File: src/rtl/round_mask_pipe_if.sv
// Request/result bundle for the rounder mask pipeline.
// Carries data/sticky only when ROUND_MASK_STICKY_EN is defined.
interface round_mask_pipe_if #(
  parameter int N    = 6,
  parameter int SHW  = 13,
  parameter int TAGW = 4
);
  localparam int W = 2 ** N;

  logic            in_valid;
  logic            in_ready;
  logic [SHW-1:0]  sh;
  logic [TAGW-1:0] tag_in;
  logic            out_valid;
  logic            out_ready;
  logic [W-1:0]    v;
  logic [W-1:0]    w;
  logic            sat;
  logic [TAGW-1:0] tag_out;
`ifdef ROUND_MASK_STICKY_EN
  logic [W-1:0]    data;
  logic            sticky;
`endif

  modport master (
`ifdef ROUND_MASK_STICKY_EN
    output data,
    input  sticky,
`endif
    output in_valid, sh, tag_in, out_ready,
    input  in_ready, out_valid, v, w, sat, tag_out
  );

  modport slave (
`ifdef ROUND_MASK_STICKY_EN
    input  data,
    output sticky,
`endif
    input  in_valid, sh, tag_in, out_ready,
    output in_ready, out_valid, v, w, sat, tag_out
  );
endinterface

File: src/rtl/round_mask_pipe.sv
// Two-stage valid/ready rounder mask generator (keep/sticky masks).
// Optional ROUND_MASK_STICKY_EN adds a data input and sticky output.
module round_mask_pipe #(
  parameter int N    = 6,
  parameter int SHW  = 13,
  parameter int TAGW = 4
) (
  input logic clk,
  input logic rst,
  round_mask_pipe_if.slave bus
);
  localparam int W = 2 ** N;

  logic           s_c;
  logic [SHW-2:0] t_c;
  logic           sat_c;
  logic [N-1:0]   k_c;

  assign s_c   = bus.sh[SHW-1];
  assign t_c   = s_c ? ~bus.sh[SHW-2:0] : bus.sh[SHW-2:0];
  assign sat_c = |t_c[SHW-2:N];
  assign k_c   = sat_c ? {N{1'b1}} : t_c[N-1:0];

  logic            s1_valid;
  logic            s1_s;
  logic            s1_sat;
  logic [N-1:0]    s1_k;
  logic [TAGW-1:0] s1_tag;
`ifdef ROUND_MASK_STICKY_EN
  logic [W-1:0]    s1_data;
  logic            s2_sticky;
`endif

  logic            s2_valid;
  logic [W-1:0]    s2_v;
  logic [W-1:0]    s2_w;
  logic            s2_sat;
  logic [TAGW-1:0] s2_tag;

  logic s2_adv;
  logic s1_adv;

  assign s2_adv = !s2_valid || bus.out_ready;
  assign s1_adv = !s1_valid || s2_adv;

  logic [W-1:0] h;
  logic [W-1:0] hx;
  logic [W-1:0] u;
  logic [W-1:0] v_c;
  logic [W-1:0] w_c;

  // Negative shifts mirror the thermometer so the mask grows from the MSB.
  always_comb begin
    h  = (W'(1) << s1_k) - W'(1);
    hx = {h[W-2:0], 1'b1};
    u  = h;
    if (s1_s) begin
      for (int i = 0; i < W; i++) u[i] = hx[W-1-i];
    end
    v_c = ~u;
    w_c = s1_s ? u : '0;
  end

  always_ff @(posedge clk or posedge rst) begin
    if (rst) begin
      s1_valid <= 1'b0;
      s1_s     <= 1'b0;
      s1_sat   <= 1'b0;
      s1_k     <= '0;
      s1_tag   <= '0;
`ifdef ROUND_MASK_STICKY_EN
      s1_data  <= '0;
`endif
    end else if (s1_adv) begin
      s1_valid <= bus.in_valid;
      if (bus.in_valid) begin
        s1_s    <= s_c;
        s1_sat  <= sat_c;
        s1_k    <= k_c;
        s1_tag  <= bus.tag_in;
`ifdef ROUND_MASK_STICKY_EN
        s1_data <= bus.data;
`endif
      end
    end
  end

  always_ff @(posedge clk or posedge rst) begin
    if (rst) begin
      s2_valid  <= 1'b0;
      s2_v      <= '0;
      s2_w      <= '0;
      s2_sat    <= 1'b0;
      s2_tag    <= '0;
`ifdef ROUND_MASK_STICKY_EN
      s2_sticky <= 1'b0;
`endif
    end else if (s2_adv) begin
      s2_valid <= s1_valid;
      if (s1_valid) begin
        s2_v      <= v_c;
        s2_w      <= w_c;
        s2_sat    <= s1_sat;
        s2_tag    <= s1_tag;
`ifdef ROUND_MASK_STICKY_EN
        s2_sticky <= |(s1_data & w_c);
`endif
      end
    end
  end

  assign bus.in_ready  = s1_adv;
  assign bus.out_valid = s2_valid;
  assign bus.v         = s2_v;
  assign bus.w         = s2_w;
  assign bus.sat       = s2_sat;
  assign bus.tag_out   = s2_tag;
`ifdef ROUND_MASK_STICKY_EN
  assign bus.sticky    = s2_sticky;
`endif

endmodule

File: src/flat_wrapper.sv
// flat-port wrapper written by rule: the top's interface ports become plain ports
module round_mask_pipe_flat 
#(
  parameter int N    = 6,
  parameter int SHW  = 13,
  parameter int TAGW = 4
)
  (clk, rst, bus_in_valid, bus_sh, bus_tag_in, bus_out_ready, bus_in_ready, bus_out_valid, bus_v, bus_w, bus_sat, bus_tag_out);
  round_mask_pipe_if #(.N(N), .SHW(SHW), .TAGW(TAGW)) bus_i ();
  input logic clk;
  input logic rst;
  input wire logic [$bits(bus_i.in_valid)-1:0] bus_in_valid;
  input wire logic [$bits(bus_i.sh)-1:0] bus_sh;
  input wire logic [$bits(bus_i.tag_in)-1:0] bus_tag_in;
  input wire logic [$bits(bus_i.out_ready)-1:0] bus_out_ready;
  output wire logic [$bits(bus_i.in_ready)-1:0] bus_in_ready;
  output wire logic [$bits(bus_i.out_valid)-1:0] bus_out_valid;
  output wire logic [$bits(bus_i.v)-1:0] bus_v;
  output wire logic [$bits(bus_i.w)-1:0] bus_w;
  output wire logic [$bits(bus_i.sat)-1:0] bus_sat;
  output wire logic [$bits(bus_i.tag_out)-1:0] bus_tag_out;
  assign bus_i.in_valid = bus_in_valid;
  assign bus_i.sh = bus_sh;
  assign bus_i.tag_in = bus_tag_in;
  assign bus_i.out_ready = bus_out_ready;
  assign bus_in_ready = bus_i.in_ready;
  assign bus_out_valid = bus_i.out_valid;
  assign bus_v = bus_i.v;
  assign bus_w = bus_i.w;
  assign bus_sat = bus_i.sat;
  assign bus_tag_out = bus_i.tag_out;
  round_mask_pipe #(.N(N), .SHW(SHW), .TAGW(TAGW)) u_core (.clk(clk), .rst(rst), .bus(bus_i));
endmodule
File: config.mk
export PLATFORM = sky130hd
export DESIGN_NAME = round_mask_pipe_flat
export DESIGN_NICKNAME = d
export VERILOG_FILES = /design/src/rtl/round_mask_pipe_if.sv /design/src/rtl/round_mask_pipe.sv /design/src/flat_wrapper.sv
export SDC_FILE = /design/constraint.sdc
export NUM_CORES = 1
export LEC_CHECK = 0
export BUFFER_PORTS_ARGS = -buffer_cell sky130_fd_sc_hd__buf_2
export CAP_MARGIN = 20
export CORE_ASPECT_RATIO = 0.5
export CORE_MARGIN = 2
export CORE_UTILIZATION = 41
export DETAILED_ROUTE_END_ITERATION = 10
export GPL_ROUTABILITY_DRIVEN = 0
export SLEW_MARGIN = 40
export SYNTH_ARGS = -nofsm -noshare
export SYNTH_HDL_FRONTEND = slang
export SYNTH_SLANG_ARGS = --single-unit
File: constraint.sdc
create_clock -name clk -period 5.7 [get_ports clk]
set_clock_uncertainty 0.15 [all_clocks]
set_input_delay 0.285 -clock clk [delete_from_list [all_inputs] [get_ports clk]]
set_output_delay 0.285 -clock clk [all_outputs]
set_load 0.02 [all_outputs]
[After elaboration in Yosys (flattened, before gate mapping)]
Index checks and enable logic that the tools add are counted.
Cells by class
  multiplexer cells: 4
  reductions and logical operators: 7
  bitwise logic cells: 2
  add/subtract/negate cells: 1
  shift operators: 1
Operators with widths (number)
  $mux 64: 2
  $not 64->64: 1
  $shl 1x6->64 const A: 1
  $sub 64x2->64 const B: 1
  $mux 12: 1
  $not 12->12: 1
  $mux 6: 1
  $reduce_or 6->1: 1
  $reduce_and 2->1: 2
  $logic_not 1->1: 2
  $logic_or 1x1->1: 2
Word-level totals
  word-level logic and storage cells: 25
  input port bits: 21
  output and inout port bits: 135
  flip-flop bits (word level): 147

[Longest topological paths before layout]
  depth after elaboration: 4
  mapped depth: 12
  gate-level depth less buffers: 8

[Worst setup path before layout]
No wires, ideal clock.
  path kind: register -> register
  start: register u_core.s1_k[1]
  end: register u_core.s2_v[22], in the netlist u_core.bus.v[22]
  setup time: 0.136 ns
  clock period less this slack: 2.864 ns
  cell stages (with the launch flop): 13
  buffers on the path: 4
  required time: 5.414 ns
  path slack: 2.836 ns
  data arrival time: 2.578 ns
  cell sequence: dfrtp_1 > buf_6 > buf_2 > nor2_1 > nand3_1 > ha_1 > clkbuf_1 > inv_1 > clkbuf_1 > a31oi_1 > o32ai_1 > a2bb2oi_1 > o21ai_0
On the way
  cells in the longest elaborated chain, start to end: 4
RTL lines
  from (decl): line round_mask_pipe.sv:27  | logic [N-1:0] s1_k;
  from (signal assigned): line round_mask_pipe.sv:79  | s1_k <= k_c;
  $shl 1x6->64: line round_mask_pipe.sv:54  | h = (W'(1) << s1_k) - W'(1);
  $sub 64x2->64: line round_mask_pipe.sv:54
  $mux 64: line round_mask_pipe.sv:57  | if (s1_s) begin
  $not 64->64: line round_mask_pipe.sv:60  | v_c = ~u;
  to (signal assigned): line round_mask_pipe.sv:101  | s2_v <= v_c;
  to (decl): line round_mask_pipe.sv:35  | logic [W-1:0] s2_v;
No other way between the ends.
A chain may end at the register's enable or synchronous reset.

[Final worst setup path]
  start: register u_core.s1_k[0]
  end: register u_core.s2_v[56], in the netlist u_core.bus.v[56]
The elaborated chain is that of the path after synthesis.

==> out/results.tsv <==
metric	value	unit
count of instances resized after the clock tree is built	0	
worst slew margin relative to its limit	43.0	%
element type at the critical path end	register	
GR Util met3	7.98	%
floorplan row count	34	
TritonCTS clock tree	built	
data arrival time of the critical path	3.89	ns
DRC viols	0	
share of async-settable or async-resettable flops after synthesis	100	%
total instance count after detailed placement	1133	
Synth warnings	0	
total negative slack	0	ns
Final Critical Period	3.73	ns
via count of the first global-routing pass	6167	
final global-route overflow total	0	
number of buffers and inverters on the critical path	0	
Required @ worst endpoint	5.86	ns
root buffer selected by CTS	sky130_fd_sc_hd__clkbuf_16	
via/cell ratio	5.78	
nets	946	
number of failing hold endpoints at the final stage	0	
synthesized net count	830	
number of buffers on the longest clock path	2	
initial antenna violation count	0	
most crowded layer after global routing	met1	
Top FF cell, synth	sky130_fd_sc_hd__dfrtp_1	
number of buffers created by CTS	17	
longest individual stage delay on the worst path	0.90	ns
post-synth design cell area	0.00727	mm²
CP delay by family, top	compound AO/OA/AOI/OAI gates	
dpl ws	2.14	ns
leakage power of the design	4.20	nW
distinct cell type count of the synthesized netlist	68	
average wire length per cell after detail routing	20.3	µm
global-route wire length before repair	36700	µm
number of enable-type register cells in the synthesized netlist	0	
largest fanout on the critical path	29	
critical path startpoint category	register	
worst slew pin tran	0.855	ns
worst path cell trace	nor2_1 > nand3_1 > ha_1 > nand2_1 > a21boi_0 > o21ai_0 > o22ai_1 > a21o_1	
drt first-iter violations	901	
# diodes	0	
Post-DP HPWL	16100	µm
total number of H-tree levels	4	
FF+latch count, synth	147	
fraction of met1 tracks used by global routing	40.6	%
final cell count without fillers	1169	
num ports	156	
TritonCTS sink count	147	
pin count of the biggest net entering global routing	123	
final worst setup slack	1.97	ns
GR Layer Usage met2	33.1	%
Vert. Die Dim	98.2	µm
PD cells	342	mW/mm²
final number of setup-violating endpoints	0	
IO Port Bufs	155	
share of the clock period used by the worst path after layout	65.5	%
Worst-path clk slew	0.06	ns
run status	completed	
Die Footprint	0.0189	mm²
final-report max-slew violation count	0	
initial core utilization	41.9	%
Max stage delay cell, worst path	sky130_fd_sc_hd__dfrtp_1	
max_cap viols	0	
number of routed nets with antenna violations	0	
path type of the worst setup path	register to register	
clock network latency to the later pin of the worst-skew pair	0.42	ns
number of cells produced by synthesis	808	
RSZ-0062 raised after global routing	false	
Layout area overhead	20.8	%
GRT Util Overall	25.6	%
count of vias placed by the detailed router	6752	
area of the core	0.0174	mm²
Worst VDD drop	0.000221	V
die outline width	192	µm
Avg Synthesized Cell Area	9.00	µm²
worst hold path class	input port to register	
post-CTS setup buffers	0	
share of the yosys chip area belonging to registers	50.6	%
share of final-layout standard cells stronger than drive strength 1	22.8	%
maximum clock frequency	268	MHz
length of the first detailed-routing pass in iterations	5	
Final Routed Wirelength	23700	µm
-- final cells by class --
cell class / count / area, µm²
fillers: 1710 / 8570
flip-flops and latches: 147 / 3680
multi-input cells: 578 / 3260
repair buffers: 173 / 930
clock buffers: 20 / 457
well taps: 234 / 293
clock inverters: 10 / 134
inverters: 7 / 33.8
-- worst reg2reg max path: cells and delay by family, from the launching register on --
family,cells,cell delay (ns)
AOI/OAI and AO/OA,4,1.23
and+or+nand+nor,3,0.77
adders and majority gates,1,0.60
DFF,1,0.90
-- cells in the mapped netlist (all sizes together), types with 8 or more instances --
cell type	number	area, µm²
a21oi	39	199
a22o	18	158
a22oi	10	75.1
buf	22	119
clkbuf	54	203
dfrtp	147	3680
nand2	153	574
nand2b	10	62.6
nand3	13	65.1
nor2	38	143
nor3	16	80.1
o21ai	119	596
o22ai	8	50.1
o31ai	15	113
or3	11	73.8
xor2	8	70.1
-- cells in the final DEF (no fill, tap or decap), drive strengths merged, types with 4 or more instances in the layout --
| master | netlist | final |
|---|---|---|
| a211oi | 6 | 6 |
| a21o | 7 | 7 |
| a21oi | 39 | 39 |
| a221o | 4 | 4 |
| a22o | 18 | 18 |
| a22oi | 10 | 10 |
| a31oi | 4 | 4 |
| and2 | 7 | 7 |
| and3 | 6 | 6 |
| buf | 22 | 167 |
| clkbuf | 54 | 20 |
| clkinv | 1 | 6 |
| dfrtp | 147 | 147 |
| dlygate4sd3 | 0 | 6 |
| inv | 6 | 6 |
| mux2 | 4 | 4 |
| nand2 | 153 | 153 |
| nand2b | 10 | 10 |
| nand3 | 13 | 13 |
| nand4 | 4 | 4 |
| nor2 | 38 | 38 |
| nor2b | 4 | 4 |
| nor3 | 16 | 16 |
| nor4 | 6 | 6 |
| o211ai | 4 | 4 |
| o21ai | 119 | 119 |
| o221ai | 4 | 4 |
| o22a | 7 | 7 |
| o22ai | 8 | 8 |
| o31ai | 15 | 15 |
| or2 | 4 | 4 |
| or3 | 11 | 11 |
| xnor2 | 6 | 6 |
| xor2 | 8 | 8 |
-- what timing repair did --
item,CTS,global route
hold buffers,6,0
endpoints found under the setup margin,0,0
hold endpoints to repair,98,0
-- sequential cells by signal (all words and copies together) (netlist names) --
signal                count
u_core.bus.v             64
u_core.bus.w             64
u_core.s1_k               6
u_core.bus.tag_out        4
u_core.s1_tag             4
u_core.bus.out_valid      1
u_core.bus.sat            1
u_core.s1_s               1
u_core.s1_sat             1
u_core.s1_valid           1
-- per-stage QoR --
stage / instance area, µm² / hold WS, ns / util (%) / power (mW)
after detailed placement: 8130 / 0.291 / 46.8 / 1.88
after global routing: 8780 / 0.0300 / 50.6 / 3.14
after floorplan: 7270 / 0.243 / - / 1.64
after global placement: 8120 / 0.295 / 46.8 / 1.87
after CTS: 8780 / 0.0117 / 50.6 / 3.02
final: 8780 / 0.0291 / 50.6 / 3.00
-- kinds of logic after synthesis --
kind of cell,after synthesis,share of synthesized area (%)
buffers and inverters,83,4.78
XOR/XNOR,14,1.69
multiplexers,7,1.03
flip-flops,147,50.6
adder cells (fa/ha/maj),1,0.172
AND/OR/NAND/NOR,284,17.9
AO/OA/AOI/OAI,272,23.8
-- per-layer routing --
| metal | part of all wire, % | vias up | wire length [µm] |
|---|---|---|---|
| li1 | - | 3115 | - |
| met1 | 49 | 3298 | 11600 |
| met2 | 40 | 321 | 9500 |
| met3 | 10 | 18 | 2450 |
| met4 | 0.77 | 0 | 183 |
| met5 | 0 | - | 0 |
-- final timing paths --
check	start	cells past startpoint	endpoint	slack [ns]
worst max-delay path	u_core.s1_k[0]$_DFFE_PP0P_	8	u_core.bus.v[56]$_DFFE_PP0P_	1.97
worst min-delay path	bus_out_ready	3	u_core.s1_valid$_DFFE_PP0N_	0.03
worst max register to register	u_core.s1_k[0]$_DFFE_PP0P_	8	u_core.bus.v[56]$_DFFE_PP0P_	1.97
worst min register to register	u_core.s1_tag[3]$_DFFE_PP0P_	2	u_core.bus.tag_out[3]$_DFFE_PP0P_	0.32
max in group asynchronous	rst	4	u_core.bus.tag_out[0]$_DFFE_PP0P_	3.86
min in group asynchronous	rst	3	u_core.bus.w[63]$_DFFE_PP0P_	0.35
-- report_power, final --
part | switching (mW) | leakage [nW] | total [mW] | internal, mW
combinational | 0.415 | 2.03 | 0.598 | 0.183
clock | 0.440 | 0.288 | 1.14 | 0.704
sequential | 0.0844 | 1.88 | 1.26 | 1.18
total | 0.940 | 4.20 | 3.00 | 2.06
(Power assumes the default switching activity.)
